`config.mk`:
```
export PLATFORM = sky130hd
export DESIGN_NAME = time_counter_flat
export DESIGN_NICKNAME = d
export VERILOG_FILES = /design/src/rtl/time_pkg.sv /design/src/rtl/time_counter_if.sv /design/src/rtl/mod_counter.sv /design/src/rtl/time_counter.sv /design/src/flat_wrapper.sv
export SDC_FILE = /design/constraint.sdc
export NUM_CORES = 1
export LEC_CHECK = 0
export ABC_CLOCK_PERIOD_IN_PS = 3150
export CAP_MARGIN = 40
export CORE_MARGIN = 5
export CORE_UTILIZATION = 27
export DETAILED_ROUTE_END_ITERATION = 16
export HOLD_SLACK_MARGIN = 0.02
export PLACE_DENSITY_LB_ADDON = 0.08
export RECOVER_POWER = 100
export SYNTH_ARGS = -nofsm -noshare
export SYNTH_HDL_FRONTEND = slang
export SYNTH_SLANG_ARGS = --single-unit
```
`constraint.sdc`:
```
create_clock -name clk -period 3.15 [get_ports clk]
set_clock_uncertainty 0.1 [all_clocks]
set_input_delay 0.315 -clock clk [delete_from_list [all_inputs] [get_ports clk]]
set_output_delay 0.315 -clock clk [all_outputs]
set_load 0.1 [all_outputs]
```
`src/rtl/time_pkg.sv`:
```
// Shared constants for the alarm-clock time-of-day counter.
package time_pkg;

    localparam int unsigned SEC_MAX       = 59;
    localparam int unsigned MIN_MAX       = 59;
    localparam int unsigned HOUR_MAX      = 23;
    localparam int unsigned HOUR_12       = 12;
    localparam int unsigned CNT_W_DEFAULT = 6;

endpackage

```
`src/rtl/time_counter_if.sv`:
```
// Control inputs and time/pulse outputs of the time-of-day counter.
interface time_counter_if
    import time_pkg::*;
#(
    parameter int unsigned CNT_W = CNT_W_DEFAULT
);

    logic             run;
    logic             mode_12h;
    logic             set_min;
    logic             set_hour;
    logic             load;
    logic [CNT_W-1:0] load_hours;
    logic [CNT_W-1:0] load_minutes;
    logic [CNT_W-1:0] load_seconds;

    logic [CNT_W-1:0] seconds;
    logic [CNT_W-1:0] minutes;
    logic [CNT_W-1:0] hours;
    logic [CNT_W-1:0] hours_disp;
    logic             pm;
    logic             sec_pulse;
    logic             min_pulse;
    logic             hour_pulse;
    logic             day_pulse;

    modport master (
        output run, mode_12h, set_min, set_hour, load,
        output load_hours, load_minutes, load_seconds,
        input  seconds, minutes, hours, hours_disp, pm,
        input  sec_pulse, min_pulse, hour_pulse, day_pulse
    );

    modport slave (
        input  run, mode_12h, set_min, set_hour, load,
        input  load_hours, load_minutes, load_seconds,
        output seconds, minutes, hours, hours_disp, pm,
        output sec_pulse, min_pulse, hour_pulse, day_pulse
    );

endinterface

```
`src/rtl/mod_counter.sv`:
```
// Modulo-(MAX+1) counter with increment, parallel load and range-checked load value.
module mod_counter #(
    parameter int unsigned MAX = 59,
    parameter int unsigned W   = 6
) (
    input  logic         clk,
    input  logic         reset,
    input  logic         inc,
    input  logic         load,
    input  logic [W-1:0] load_val,
    output logic [W-1:0] value,
    output logic         wrap
);

    logic at_max;

    assign at_max = (value == W'(MAX));
    assign wrap   = inc && at_max;

    // Out-of-range load values fall back to zero
    always_ff @(posedge clk) begin
        if (reset) begin
            value <= '0;
        end else if (load) begin
            value <= (load_val > W'(MAX)) ? '0 : load_val;
        end else if (inc) begin
            value <= at_max ? '0 : value + W'(1);
        end
    end

endmodule

```
`src/rtl/time_counter.sv`:
```
// Time-of-day counter: cycle prescaler, h/m/s fields, manual set/load, carry pulses, 12h display.
module time_counter
    import time_pkg::*;
#(
    parameter int unsigned CLK_PER_SEC = 100_000_000,
    parameter int unsigned CNT_W       = CNT_W_DEFAULT
) (
    input  logic           clk,
    input  logic           reset,
    time_counter_if.slave  bus
);

    localparam int unsigned PRE_W = (CLK_PER_SEC > 1) ? $clog2(CLK_PER_SEC) : 1;

    logic [PRE_W-1:0] presc;
    logic             presc_term;
    logic             tick;

    logic [CNT_W-1:0] sec;
    logic [CNT_W-1:0] min;
    logic [CNT_W-1:0] hr;
    logic [CNT_W-1:0] disp;

    logic sec_wrap, min_wrap, hour_wrap;
    logic sec_carry, min_carry;
    logic min_inc, hour_inc;
    logic min_pulse_c, hour_pulse_c, day_pulse_c;

    assign presc_term = (presc == PRE_W'(CLK_PER_SEC - 1));
    assign tick       = bus.run && presc_term && !bus.load;

    always_ff @(posedge clk) begin
        if (reset || bus.load) begin
            presc <= '0;
        end else if (bus.run) begin
            presc <= presc_term ? '0 : presc + PRE_W'(1);
        end
    end

    // A manual set on a field swallows any carry arriving into it that cycle
    assign sec_carry = sec_wrap;
    assign min_inc   = bus.set_min || sec_carry;
    assign min_carry = min_wrap && !bus.set_min;
    assign hour_inc  = bus.set_hour || min_carry;

    assign min_pulse_c  = sec_carry && !bus.set_min;
    assign hour_pulse_c = min_carry && !bus.set_hour;
    assign day_pulse_c  = hour_wrap && min_carry && !bus.set_hour;

    mod_counter #(.MAX(SEC_MAX), .W(CNT_W)) u_sec (
        .clk      (clk),
        .reset    (reset),
        .inc      (tick),
        .load     (bus.load),
        .load_val (bus.load_seconds),
        .value    (sec),
        .wrap     (sec_wrap)
    );

    mod_counter #(.MAX(MIN_MAX), .W(CNT_W)) u_min (
        .clk      (clk),
        .reset    (reset),
        .inc      (min_inc),
        .load     (bus.load),
        .load_val (bus.load_minutes),
        .value    (min),
        .wrap     (min_wrap)
    );

    mod_counter #(.MAX(HOUR_MAX), .W(CNT_W)) u_hour (
        .clk      (clk),
        .reset    (reset),
        .inc      (hour_inc),
        .load     (bus.load),
        .load_val (bus.load_hours),
        .value    (hr),
        .wrap     (hour_wrap)
    );

    always_ff @(posedge clk) begin
        if (reset) begin
            bus.sec_pulse  <= 1'b0;
            bus.min_pulse  <= 1'b0;
            bus.hour_pulse <= 1'b0;
            bus.day_pulse  <= 1'b0;
        end else begin
            bus.sec_pulse  <= tick;
            bus.min_pulse  <= min_pulse_c;
            bus.hour_pulse <= hour_pulse_c;
            bus.day_pulse  <= day_pulse_c;
        end
    end

    // 12h display: 0 shows as 12, 13..23 fold down by 12
    always_comb begin
        disp = hr;
        if (bus.mode_12h) begin
            if (hr == '0) begin
                disp = CNT_W'(HOUR_12);
            end else if (hr > CNT_W'(HOUR_12)) begin
                disp = hr - CNT_W'(HOUR_12);
            end
        end
    end

    assign bus.seconds    = sec;
    assign bus.minutes    = min;
    assign bus.hours      = hr;
    assign bus.hours_disp = disp;
    assign bus.pm         = (hr >= CNT_W'(HOUR_12));

endmodule

```
`src/flat_wrapper.sv`:
```
// flat-port wrapper written by rule: the top's interface ports become plain ports
module time_counter_flat import time_pkg::*;
#(
    parameter int unsigned CLK_PER_SEC = 100_000_000,
    parameter int unsigned CNT_W       = CNT_W_DEFAULT
)
  (clk, reset, bus_run, bus_mode_12h, bus_set_min, bus_set_hour, bus_load, bus_load_hours, bus_load_minutes, bus_load_seconds, bus_seconds, bus_minutes, bus_hours, bus_hours_disp, bus_pm, bus_sec_pulse, bus_min_pulse, bus_hour_pulse, bus_day_pulse);
  time_counter_if #(.CNT_W(CNT_W)) bus_i ();
  input  logic clk;
  input  logic reset;
  input wire logic [$bits(bus_i.run)-1:0] bus_run;
  input wire logic [$bits(bus_i.mode_12h)-1:0] bus_mode_12h;
  input wire logic [$bits(bus_i.set_min)-1:0] bus_set_min;
  input wire logic [$bits(bus_i.set_hour)-1:0] bus_set_hour;
  input wire logic [$bits(bus_i.load)-1:0] bus_load;
  input wire logic [$bits(bus_i.load_hours)-1:0] bus_load_hours;
  input wire logic [$bits(bus_i.load_minutes)-1:0] bus_load_minutes;
  input wire logic [$bits(bus_i.load_seconds)-1:0] bus_load_seconds;
  output wire logic [$bits(bus_i.seconds)-1:0] bus_seconds;
  output wire logic [$bits(bus_i.minutes)-1:0] bus_minutes;
  output wire logic [$bits(bus_i.hours)-1:0] bus_hours;
  output wire logic [$bits(bus_i.hours_disp)-1:0] bus_hours_disp;
  output wire logic [$bits(bus_i.pm)-1:0] bus_pm;
  output wire logic [$bits(bus_i.sec_pulse)-1:0] bus_sec_pulse;
  output wire logic [$bits(bus_i.min_pulse)-1:0] bus_min_pulse;
  output wire logic [$bits(bus_i.hour_pulse)-1:0] bus_hour_pulse;
  output wire logic [$bits(bus_i.day_pulse)-1:0] bus_day_pulse;
  assign bus_i.run = bus_run;
  assign bus_i.mode_12h = bus_mode_12h;
  assign bus_i.set_min = bus_set_min;
  assign bus_i.set_hour = bus_set_hour;
  assign bus_i.load = bus_load;
  assign bus_i.load_hours = bus_load_hours;
  assign bus_i.load_minutes = bus_load_minutes;
  assign bus_i.load_seconds = bus_load_seconds;
  assign bus_seconds = bus_i.seconds;
  assign bus_minutes = bus_i.minutes;
  assign bus_hours = bus_i.hours;
  assign bus_hours_disp = bus_i.hours_disp;
  assign bus_pm = bus_i.pm;
  assign bus_sec_pulse = bus_i.sec_pulse;
  assign bus_min_pulse = bus_i.min_pulse;
  assign bus_hour_pulse = bus_i.hour_pulse;
  assign bus_day_pulse = bus_i.day_pulse;
  time_counter #(.CLK_PER_SEC(CLK_PER_SEC), .CNT_W(CNT_W)) u_core (.clk(clk), .reset(reset), .bus(bus_i));
endmodule
```
==> Yosys cells after proc, flatten, opt, wreduce, memory -nomap -nowiden <==
Cells that the tools add are included.
{ "totals": {"rom_bits": 0, "latchBits": 0, "mem_bits_rw": 0, "mem_count": 0, "reg_bits": 49, "word_cells": 58, "out_inout_bits": 29} }
{ "classes": {"mux": 16, "n_addsub": 5, "bitwise": 0, "shifts": 0, "n_reduce_logical": 20, "magnitude_cmp": 5, "n_mul": 0, "eq_ne": 4, "n_div": 0} }
{ "op_table": {"columns": ["operator", "count"], "rows": [
  ["$mux W6", 15],
  ["$add A27 B1 Y27 const B", 1],
  ["$eq A27 B27 Y1 const B", 1],
  ["$mux W27", 1],
  ["$add A6 B1 Y6 const B", 3],
  ["$eq A6 B6 Y1 const B", 2],
  ["$gt A6 B6 Y1 const B", 2],
  ["$logic_and A1 B1 Y1", 10],
  ["$eq A6 B5 Y1 const B", 1],
  ["$ge A6 B4 Y1 const B", 1],
  ["$gt A6 B4 Y1 const B", 1],
  ["$gt A6 B5 Y1 const B", 1],
  ["$logic_not A6 Y1", 1],
  ["$reduce_bool A2 Y1", 3],
  ["$sub A6 B4 Y6 const B", 1],
  ["$logic_not A1 Y1", 3],
  ["$logic_or A1 B1 Y1", 3]
]} }

==> Logic depth before layout (Yosys ltp) <==
Gate-level depths: netlist of run 1.
{ "depth": {"word_depth": 11, "ltp_mapped": 7, "ltp_nobuf": 7} }

==> By module <==
Synthesis of run 1 repeated with hierarchy kept, for this count alone.
{ "hier_totals": {"cells_unflattened": 345, "area_unflattened_um2": 2889.0} }
{ "modules_own_cells": {"columns": ["mod", "seq_area_each_um2", "cells_each", "area_each_um2", "n_inst"], "rows": [
  ["time_counter", 620.6, 196, 1667.8, 1],
  ["mod_counter at u_core.u_min ...", 120.1, 51, 414.1, 2],
  ["mod_counter at u_core.u_hour", 120.1, 47, 392.9, 1]
]} }

==> Least setup slack after synthesis of run 1 <==
OpenSTA, ideal clock, no wires.
{ "synth_timing": {"kind": "reg-to-output", "start": "register u_core.u_hour.value[0]", "end": "output bus_hours_disp[5]", "setup_slack_ns": -0.705, "required_ns": 2.735, "arrival_ns": 3.440, "stages_incl_launch_ff": 7, "cell_sequence": "dfxtp_1 > inv_1 > ha_1 > nand2b_1 > a21o_1 > a211oi_1 > xor2_1"} }
{ "synth_via": {"elab_chain_cells": 4, "elab_cells_between_ends": 6} }
{ "synth_rtl": {"columns": ["element", "line_no", "source"], "rows": [
  ["from (decl)", "mod_counter.sv:11", "output logic [W-1:0] value,"],
  ["from (signal assigned)", "mod_counter.sv:25", "value <= (load_val > W'(MAX)) ? '0 : load_val;"],
  ["from (signal assigned)", "mod_counter.sv:27", "value <= at_max ? '0 : value + W'(1);"],
  ["$sub A6 B4 Y6 or $gt A6 B4 Y1 (tied branches)", "time_counter.sv:101, time_counter.sv:100", null],
  ["$mux W6", "time_counter.sv:100", "end else if (hr > CNT_W'(HOUR_12)) begin"],
  ["$mux W6 (*)", "time_counter.sv:98", "if (hr == '0) begin"],
  ["$mux W6 (*)", "time_counter.sv:97", "if (bus.mode_12h) begin"],
  ["to (decl)", "flat_wrapper.sv:22", "output wire logic [$bits(bus_i.hours_disp)-1:0] bus_hours_disp;"]
]} }
Every way passes the cells marked *; elsewhere a longest branch is shown, timed or not.

==> Final worst setup path of run 1 <==
{ "layout_timing": {"start": "register u_core.u_hour.value[2]", "end": "output bus_hours_disp[1]"} }
{ "layout_via": {"elab_chain_cells": 4, "elab_cells_between_ends": 5} }
{ "layout_rtl": {"columns": ["element", "line_no"], "rows": [
  ["$gt A6 B4 Y1", "time_counter.sv:100"],
  ["$mux W6", "time_counter.sv:100"],
  ["$mux W6 (*)", "time_counter.sv:98"],
  ["$mux W6 (*)", "time_counter.sv:97"]
]} }
Marks and branches as above.

==> results of run 1 <==
==> per-stage QoR <==
| step | area (sq um) | utilization [%] | setup TNS [ns] | worst slack, ns |
|---|---|---|---|---|
| after floorplan | 2760 | - | -0.244 | -0.244 |
| final | 3390 | 34.4 | 0 | 0.391 |
| after detailed placement | 3460 | 35.1 | 0 | 0.487 |
| after global routing | 3390 | 34.4 | 0 | 0.273 |
| after CTS | 3540 | 35.9 | 0 | 0.482 |
| after global placement | 3400 | 34.4 | 0 | 0.531 |
==> routing by layer <==
metal	vias to the layer above	track usage, %	share of wire [%]
met2	68	21.6	47
met3	9	2.67	5.2
li1	1339	-	-
met5	-	0	0
met1	1257	16.7	47
met4	0	3.45	1.2
==> logic make-up after synthesis <==
logic type | share of synthesized area, %
AND/OR/NAND/NOR | 32.2
AO/OA/AOI/OAI | 14.6
flip-flops | 35.7
XOR/XNOR | 9.87
buffers and inverters | 3.27
adder cells (fa/ha/maj) | 3.64
multiplexers | 0.728
==> state kept, by name, indices dropped and copies added (netlist names) <==
signal                 count
u_core.bus.sec_pulse       1
u_core.u_sec.value         6
u_core.presc              27
u_core.bus.hour_pulse      1
u_core.u_hour.value        6
u_core.bus.min_pulse       1
u_core.bus.day_pulse       1
u_core.u_min.value         6
==> cell type report <==
type	instances	area, sq um
Fill cell	1071	6470
Multi-Input combinational cell	263	1670
Sequential cell	49	981
Timing Repair Buffer	62	444
Tap cell	133	166
Clock buffer	7	86.3
Inverter	12	45.0
==> how the worst max path moves through the flow <==
stage / startpoint / to / cells past startpoint
floorplan: u_core.u_hour.value[0]$_SDFFE_PP0P_ / bus_hours_disp[5] / 6
CTS: u_core.u_hour.value[0]$_SDFFE_PP0P_ / bus_hours_disp[5] / 7
detailed placement: bus_run / u_core.bus.day_pulse$_SDFF_PP0_ / 6
finish: u_core.u_hour.value[2]$_SDFFE_PP0P_ / bus_hours_disp[1] / 5
global route: u_core.u_hour.value[2]$_SDFFE_PP0P_ / bus_hours_disp[1] / 5
global placement: bus_run / u_core.bus.day_pulse$_SDFF_PP0_ / 6
==> Yosys cell counts (all sizes together) (2+ instances only) <==
master	instances	area, sq um
o211ai	2	15.0
o31ai	8	60.1
dfxtp	49	981
o311a	2	20.0
nand2	31	119
nor2b	3	18.8
or4	3	33.8
and2	5	31.3
o21ai	9	45.0
mux2i	2	20.0
ha	8	100
and3	2	12.5
nand4	13	81.3
nand3	20	100
a41oi	2	17.5
a21oi	7	35.0
nor4	12	96.3
xor2	10	87.6
nor3	15	86.3
nand2b	2	12.5
a31oi	2	12.5
nand4b	3	26.3
a22oi	5	37.5
a221oi	2	17.5
xnor2	21	184
and4	6	52.6
inv	11	41.3
a2bb2oi	2	17.5
o21a	2	15.0
clkbuf	11	41.3
nor2	46	173
a211oi	4	30.0
==> where the power goes <==
group          internal [W]  switching (W)  total [W]
logic             0.0000734       0.000224   0.000297
registers          0.000634      0.0000250   0.000659
clock network      0.000175       0.000198   0.000373
==> critical path, cell delays in order, from the launching register on <==
cell and delay, ns:
sky130_fd_sc_hd__dfxtp_1 0.51, sky130_fd_sc_hd__inv_1 0.14, sky130_fd_sc_hd__ha_1 0.21, sky130_fd_sc_hd__nand4_1 0.16, sky130_fd_sc_hd__and2_1 0.15, sky130_fd_sc_hd__buf_1 0.86
==> PnR_summary.wiki, run 1 <==
{| class="wikitable"
! Metric !! Value
|-
| Status || completed
|-
| Fraction of layout instances using a drive strength above 1 || between 5 and 6%
|-
| Ys async rst share || 0%
|-
| Count of unresolved DRC violations after routing || 0
|-
| Clk sinks || between 40 and 50
|-
| R2R cell count || 5
|-
| Initial Utilization || 27.9%
|-
| Startpoint of the most critical hold path || u_core.presc[26]$_SDFFE_PP0P_
|-
| Clock root buffer || sky130_fd_sc_hd__clkbuf_8
|-
| Worst relative slew slack || around a fifth
|-
| Worst-path fanout max || 8
|-
| Worst Setup Path Type || reg -> out
|-
| End point of the worst hold path || u_core.presc[26]$_SDFFE_PP0P_
|-
| # nets final || approximately 430
|-
| Total instance count after detailed placement || between 500 and 600
|-
| Yosys warning count || 0
|-
| Origin of the critical flop-to-flop path || u_core.presc[8]$_SDFFE_PP0P_
|-
| Worst setup SP type || register
|-
| Final antenna-violating net count || 0
|-
| DIE AREA || roughly 12,000 sq um
|-
| Critical Path Sink Type || output port
|-
| Unique cell type count in the Yosys netlist || 54
|-
| Post-Synthesis Cell Area || ~2800 sq um
|-
| Layout Area Growth over Synthesis || 23.2%
|-
| Fin crit share || roughly 88%
|-
| Number of register bits inferred by synthesis || a little under 50
|-
| Final wirelength || about 8000 microns
|-
| Cell Pwr Density || around 390 nW/um^2
|-
| Number of synthesized flops with an enable pin || 0
|-
| Quantity of gates resized following cts || 0
|-
| Pleak || around 1.1 nW
|-
| CTS tree || yes
|-
| Class of the tightest hold or removal check || reg -> reg
|-
| Final period demand of the worst path || between 2 and 3 ns
|-
| Number of port buffers || 53
|-
| Synthesized area per cell || just over 8 sq um
|-
| Average wire per standard cell || ~15 microns
|-
| Maximum frequency from static timing analysis || 362 MHz
|-
| Worst Hold Path Cells || 2
|-
| Hold-fix buffers at CTS || 0
|-
| Avg Vias per Cell || between 5 and 6
|-
| Post-Route Hold Slack || ~0.42 ns
|-
| Chip width || approximately 110 microns
|-
| Die Height || roughly 110 microns
|-
| Data arrival time of the critical path || between 2 and 2.5 ns
|-
| Area inside the core boundary || about 9900 sq um
|-
| Post-Syn Instances || ~340
|-
| Commonest cells after routing, fill and taps aside || 49 x sky130_fd_sc_hd__dfxtp_1, 46 x sky130_fd_sc_hd__nor2_1, 31 x sky130_fd_sc_hd__nand2_1
|-
| Number of hold-slack violations in the final timing report || 0
|-
| Register-to-register setup slack || 0.47 ns
|-
| Max Buffers Root-to-Sink || 2
|-
| Sequential fraction of the synthesis area || 35.7%
|-
| Fin cells || 526
|-
| Global-route wire length before repair || around 13,000 microns
|-
| Mapped Nets || 369
|-
| Max H-tree Level || 2
|-
| Number of global-route vias before repair || approximately 2,600
|-
| Worst-skew pair later-pin latency || around 0.3 ns
|-
| DR vias || between 2,000 and 3,000
|-
| Tot Pwr || around 0.0013 W
|-
| Top flip-flop cell by instance count after synthesis || sky130_fd_sc_hd__dfxtp_1
|-
| Ant. Diodes || 0
|-
| Setup repair after global routing missed its margin || no
|-
| Top-level port count || 54
|-
| Post-CTS setup buffer count || 0
|-
| Maximum number of pins on one net before global-route repair || 27
|-
| Final count of negative-setup-slack endpoints || 0
|-
| Reg-to-Reg End || u_core.bus.day_pulse$_SDFF_PP0_
|-
| Row count || 36
|-
| Number of maximum-capacitance violations || 0
|-
| Most common library cell in the layout ignoring fill and taps || sky130_fd_sc_hd__dfxtp_1
|-
| Global-route usage over all layers || about an eighth
|-
| Pin slew with the least headroom to its limit || about 1.2 ns
|-
| RePlAce Congestion || a little over 0.8
|-
| Initial antenna violation count || 0
|-
| Max rail drop VDD || 158 uV
|-
| CTS clk-pin slew, worst paths || ~0.09 ns
|-
| Detailed placement HPWL || between 5000 and 6000 microns
|-
| Final Max Slew Viols || 0
|-
| CTS Buf Count || 5
|-
| Remaining Overflow, GRT || 0
|-
| Starting DRC count in detailed routing || 105
|-
| CP Data Required Time || around 2.7 ns
|-
| Total iterations of the first detailed-routing run || 5
|}
No activity file was read; power rests on OpenSTA's default activity.
==> run 2, diff against run 1 <==
--- a/config.mk
+++ b/config.mk
@@ -13,6 +13,7 @@
 export HOLD_SLACK_MARGIN = 0.02
 export PLACE_DENSITY_LB_ADDON = 0.08
 export RECOVER_POWER = 100
+export REMOVE_ABC_BUFFERS = 1
 export SYNTH_ARGS = -nofsm -noshare
 export SYNTH_HDL_FRONTEND = slang
 export SYNTH_SLANG_ARGS = --single-unit
==> PnR_summary.wiki, run 2 (synthesis results as in run 1) <==
{| class="wikitable"
! Metric !! Value
|-
| Status || completed
|-
| CP Data Required Time || 2.73 ns (about the same)
|-
| Fraction of layout instances using a drive strength above 1 || 5.10% (-0.24 points)
|-
| R2R cell count || 5 (unchanged)
|-
| Initial antenna violation count || 0 (unchanged)
|-
| Standard cell with the maximum stage delay on the critical path || sky130_fd_sc_hd__clkbuf_2
|-
| Number of maximum-capacitance violations || 0 (unchanged)
|-
| Maximum frequency from static timing analysis || 366 MHz (+1.0%)
|-
| Count of unresolved DRC violations after routing || 0 (unchanged)
|-
| Average wire per standard cell || 14.9 microns (-2.6%)
|-
| Worst relative slew slack || 20.5% (+0.26 points)
|-
| Critical Path Sink Type || output port
|-
| DIE AREA || 12,300 sq um (unchanged)
|-
| Final antenna-violating net count || 0 (unchanged)
|-
| Fin crit share || 86.7% (-0.88 points)
|-
| Clock root buffer || sky130_fd_sc_hd__clkbuf_8
|-
| Final Max Slew Viols || 0 (unchanged)
|-
| Pin slew with the least headroom to its limit || 1.20 ns (-0.00388 ns)
|-
| CTS Buf Count || 5 (unchanged)
|-
| Total iterations of the first detailed-routing run || 4 (-1)
|-
| Setup TNS Final || 0 ns (unchanged)
|-
| Most flops, register || u_core.presc
|-
| Global-route usage over all layers || 12.7% (-0.13 points)
|-
| Number of global-route vias before repair || 2,522 (-3.9%)
|-
| DR vias || 2,640 (-1.2%)
|-
| Fin cells || 525 (-0.19%)
|-
| Avg Vias per Cell || 5.03 (-1.0%)
|-
| Remaining Overflow, GRT || 0 (unchanged)
|-
| Slowest stage delay, CP || 0.47 ns (-0.39 ns)
|-
| Final wirelength || 7800 microns (-2.8%)
|-
| Worst Setup Path Type || reg -> out
|-
| Layout Area Growth over Synthesis || 21.7%
|-
| Area inside the core boundary || 9860 sq um (unchanged)
|-
| Commonest cells after routing, fill and taps aside || 49 x sky130_fd_sc_hd__dfxtp_1, 46 x sky130_fd_sc_hd__nor2_1, 31 x sky130_fd_sc_hd__nand2_1
|-
| Cell Pwr Density || 396 nW/um^2 (+1.1%)
|-
| Detailed placement HPWL || 5830 microns (-2.3%)
|-
| Number of flip-flops under the largest register name || 27 (unchanged)
|-
| Chip width || 111 microns (unchanged)
|-
| Initial Utilization || 27.9% (unchanged)
|-
| CTS clk-pin slew, worst paths || 0.09 ns (about the same)
|-
| Cell depth of the worst setup path || 7 (+2)
|-
| Quantity of gates resized following cts || 0 (unchanged)
|-
| Fillcell total || 1,065 (-0.56%)
|-
| Final period demand of the worst path || 2.73 ns (-0.0276 ns)
|-
| Class of the tightest hold or removal check || reg -> reg
|-
| Final count of negative-setup-slack endpoints || 0 (unchanged)
|-
| Max H-tree Level || 2 (unchanged)
|-
| Most common library cell in the layout ignoring fill and taps || sky130_fd_sc_hd__dfxtp_1
|-
| Number of port buffers || 53 (unchanged)
|-
| Pleak || 1.08 nW (-3.1%)
|-
| Delay-heaviest family, CP || buffers and inverters
|-
| Max Buffers Root-to-Sink || 2 (unchanged)
|-
| # nets final || 424 (-0.47%)
|-
| Clk sinks || 49 (unchanged)
|-
| Data arrival time of the critical path || 2.32 ns (-0.02 ns)
|-
| Hold-fix buffers at CTS || 0 (unchanged)
|-
| Setup repair after global routing missed its margin || no
|-
| Top-level port count || 54 (unchanged)
|-
| Starting DRC count in detailed routing || 94 (-10%)
|-
| Count of buffering cells on the critical path with inverters included || 2 (unchanged)
|-
| Worst setup SP type || register
|-
| Chain of cells forming the critical path || inv_1 > ha_1 > nand2b_1 > a21o_1 > a211oi_1 > xor2_1 > clkbuf_2
|-
| Total instance count after detailed placement || 517 (-0.39%)
|-
| Worst-skew pair later-pin latency || 0.31 ns (about the same)
|-
| Max rail drop VDD || 135 uV (-14%)
|-
| Row count || 36 (unchanged)
|-
| Maximum number of pins on one net before global-route repair || 27 (unchanged)
|-
| CTS tree || yes
|-
| Ant. Diodes || 0 (unchanged)
|-
| Worst-path fanout max || 7 (-1)
|-
| Worst Hold Path Cells || 2 (unchanged)
|-
| Die Height || 111 microns (unchanged)
|-
| RePlAce Congestion || 0.805 (-2.6%)
|-
| Number of hold-slack violations in the final timing report || 0 (unchanged)
|-
| Global-route wire length before repair || 13,000 microns (-2.0%)
|-
| Post-CTS setup buffer count || 0 (unchanged)
|}
-- run 2: stage by stage --
step                      setup WS, ns  instance area, sq um  power, W  utilization, %  hold WS [ns]
after floorplan                 -0.709                  2710  0.000879               -         0.286
after CTS                        0.533                  3510   0.00137            35.6         0.429
after global placement           0.519                  3380  0.000987            34.3         0.395
after global routing             0.205                  3350   0.00139            33.9         0.478
final                            0.419                  3350   0.00133            33.9         0.424
after detailed placement         0.470                  3430  0.000986            34.7         0.400
-- run 2: worst register-to-register path, stage by stage, from the launching register on --
cell and delay, ns:
sky130_fd_sc_hd__dfxtp_1 0.37, sky130_fd_sc_hd__or4b_1 0.59, sky130_fd_sc_hd__or4_1 0.65, sky130_fd_sc_hd__nor3_2 0.55
sky130_fd_sc_hd__o221ai_1 0.19, sky130_fd_sc_hd__o311a_1 0.15
-- run 2: cell type report --
class                      instances  area [sq um]  share of cell area, %
multi-input combinational        263          1660                   49.6
sequential                        49           981                   29.3
timing repair buffer              60           412                   12.3
tap                              133           166                   4.97
clock buffer                       7          76.3                   2.28
inverter                          12          45.0                   1.35
clock inverter                     1          7.51                  0.224
-- run 2: path summary, 6_finish.rpt --
| kind | start | slack, ns | to |
|---|---|---|---|
| hold / removal | u_core.presc[4]$_SDFFE_PP0P_ | 0.42 | u_core.presc[4]$_SDFFE_PP0P_ |
| setup reg to reg | u_core.presc[8]$_SDFFE_PP0P_ | 0.46 | u_core.u_min.value[2]$_SDFFE_PP0P_ |
| hold reg to reg | u_core.presc[4]$_SDFFE_PP0P_ | 0.42 | u_core.presc[4]$_SDFFE_PP0P_ |
| setup / recovery | u_core.u_hour.value[0]$_SDFFE_PP0P_ | 0.42 | bus_hours_disp[5] |
-- run 2: report_power, final --
group | leakage [nW] | switching, W | internal (W)
logic | 0.643 | 0.000221 | 0.0000719
registers | 0.398 | 0.0000247 | 0.000634
clock network | 0.0385 | 0.000218 | 0.000158
total | 1.08 | 0.000464 | 0.000863
-- run 2: metal layers --
metal	wire [microns]	GRT usage [%]	vias to the layer above
li1	-	-	1339
met3	414	2.62	7
met1	3750	17.2	1220
met5	0	0	-
met2	3560	20.9	74
met4	69	2.96	0
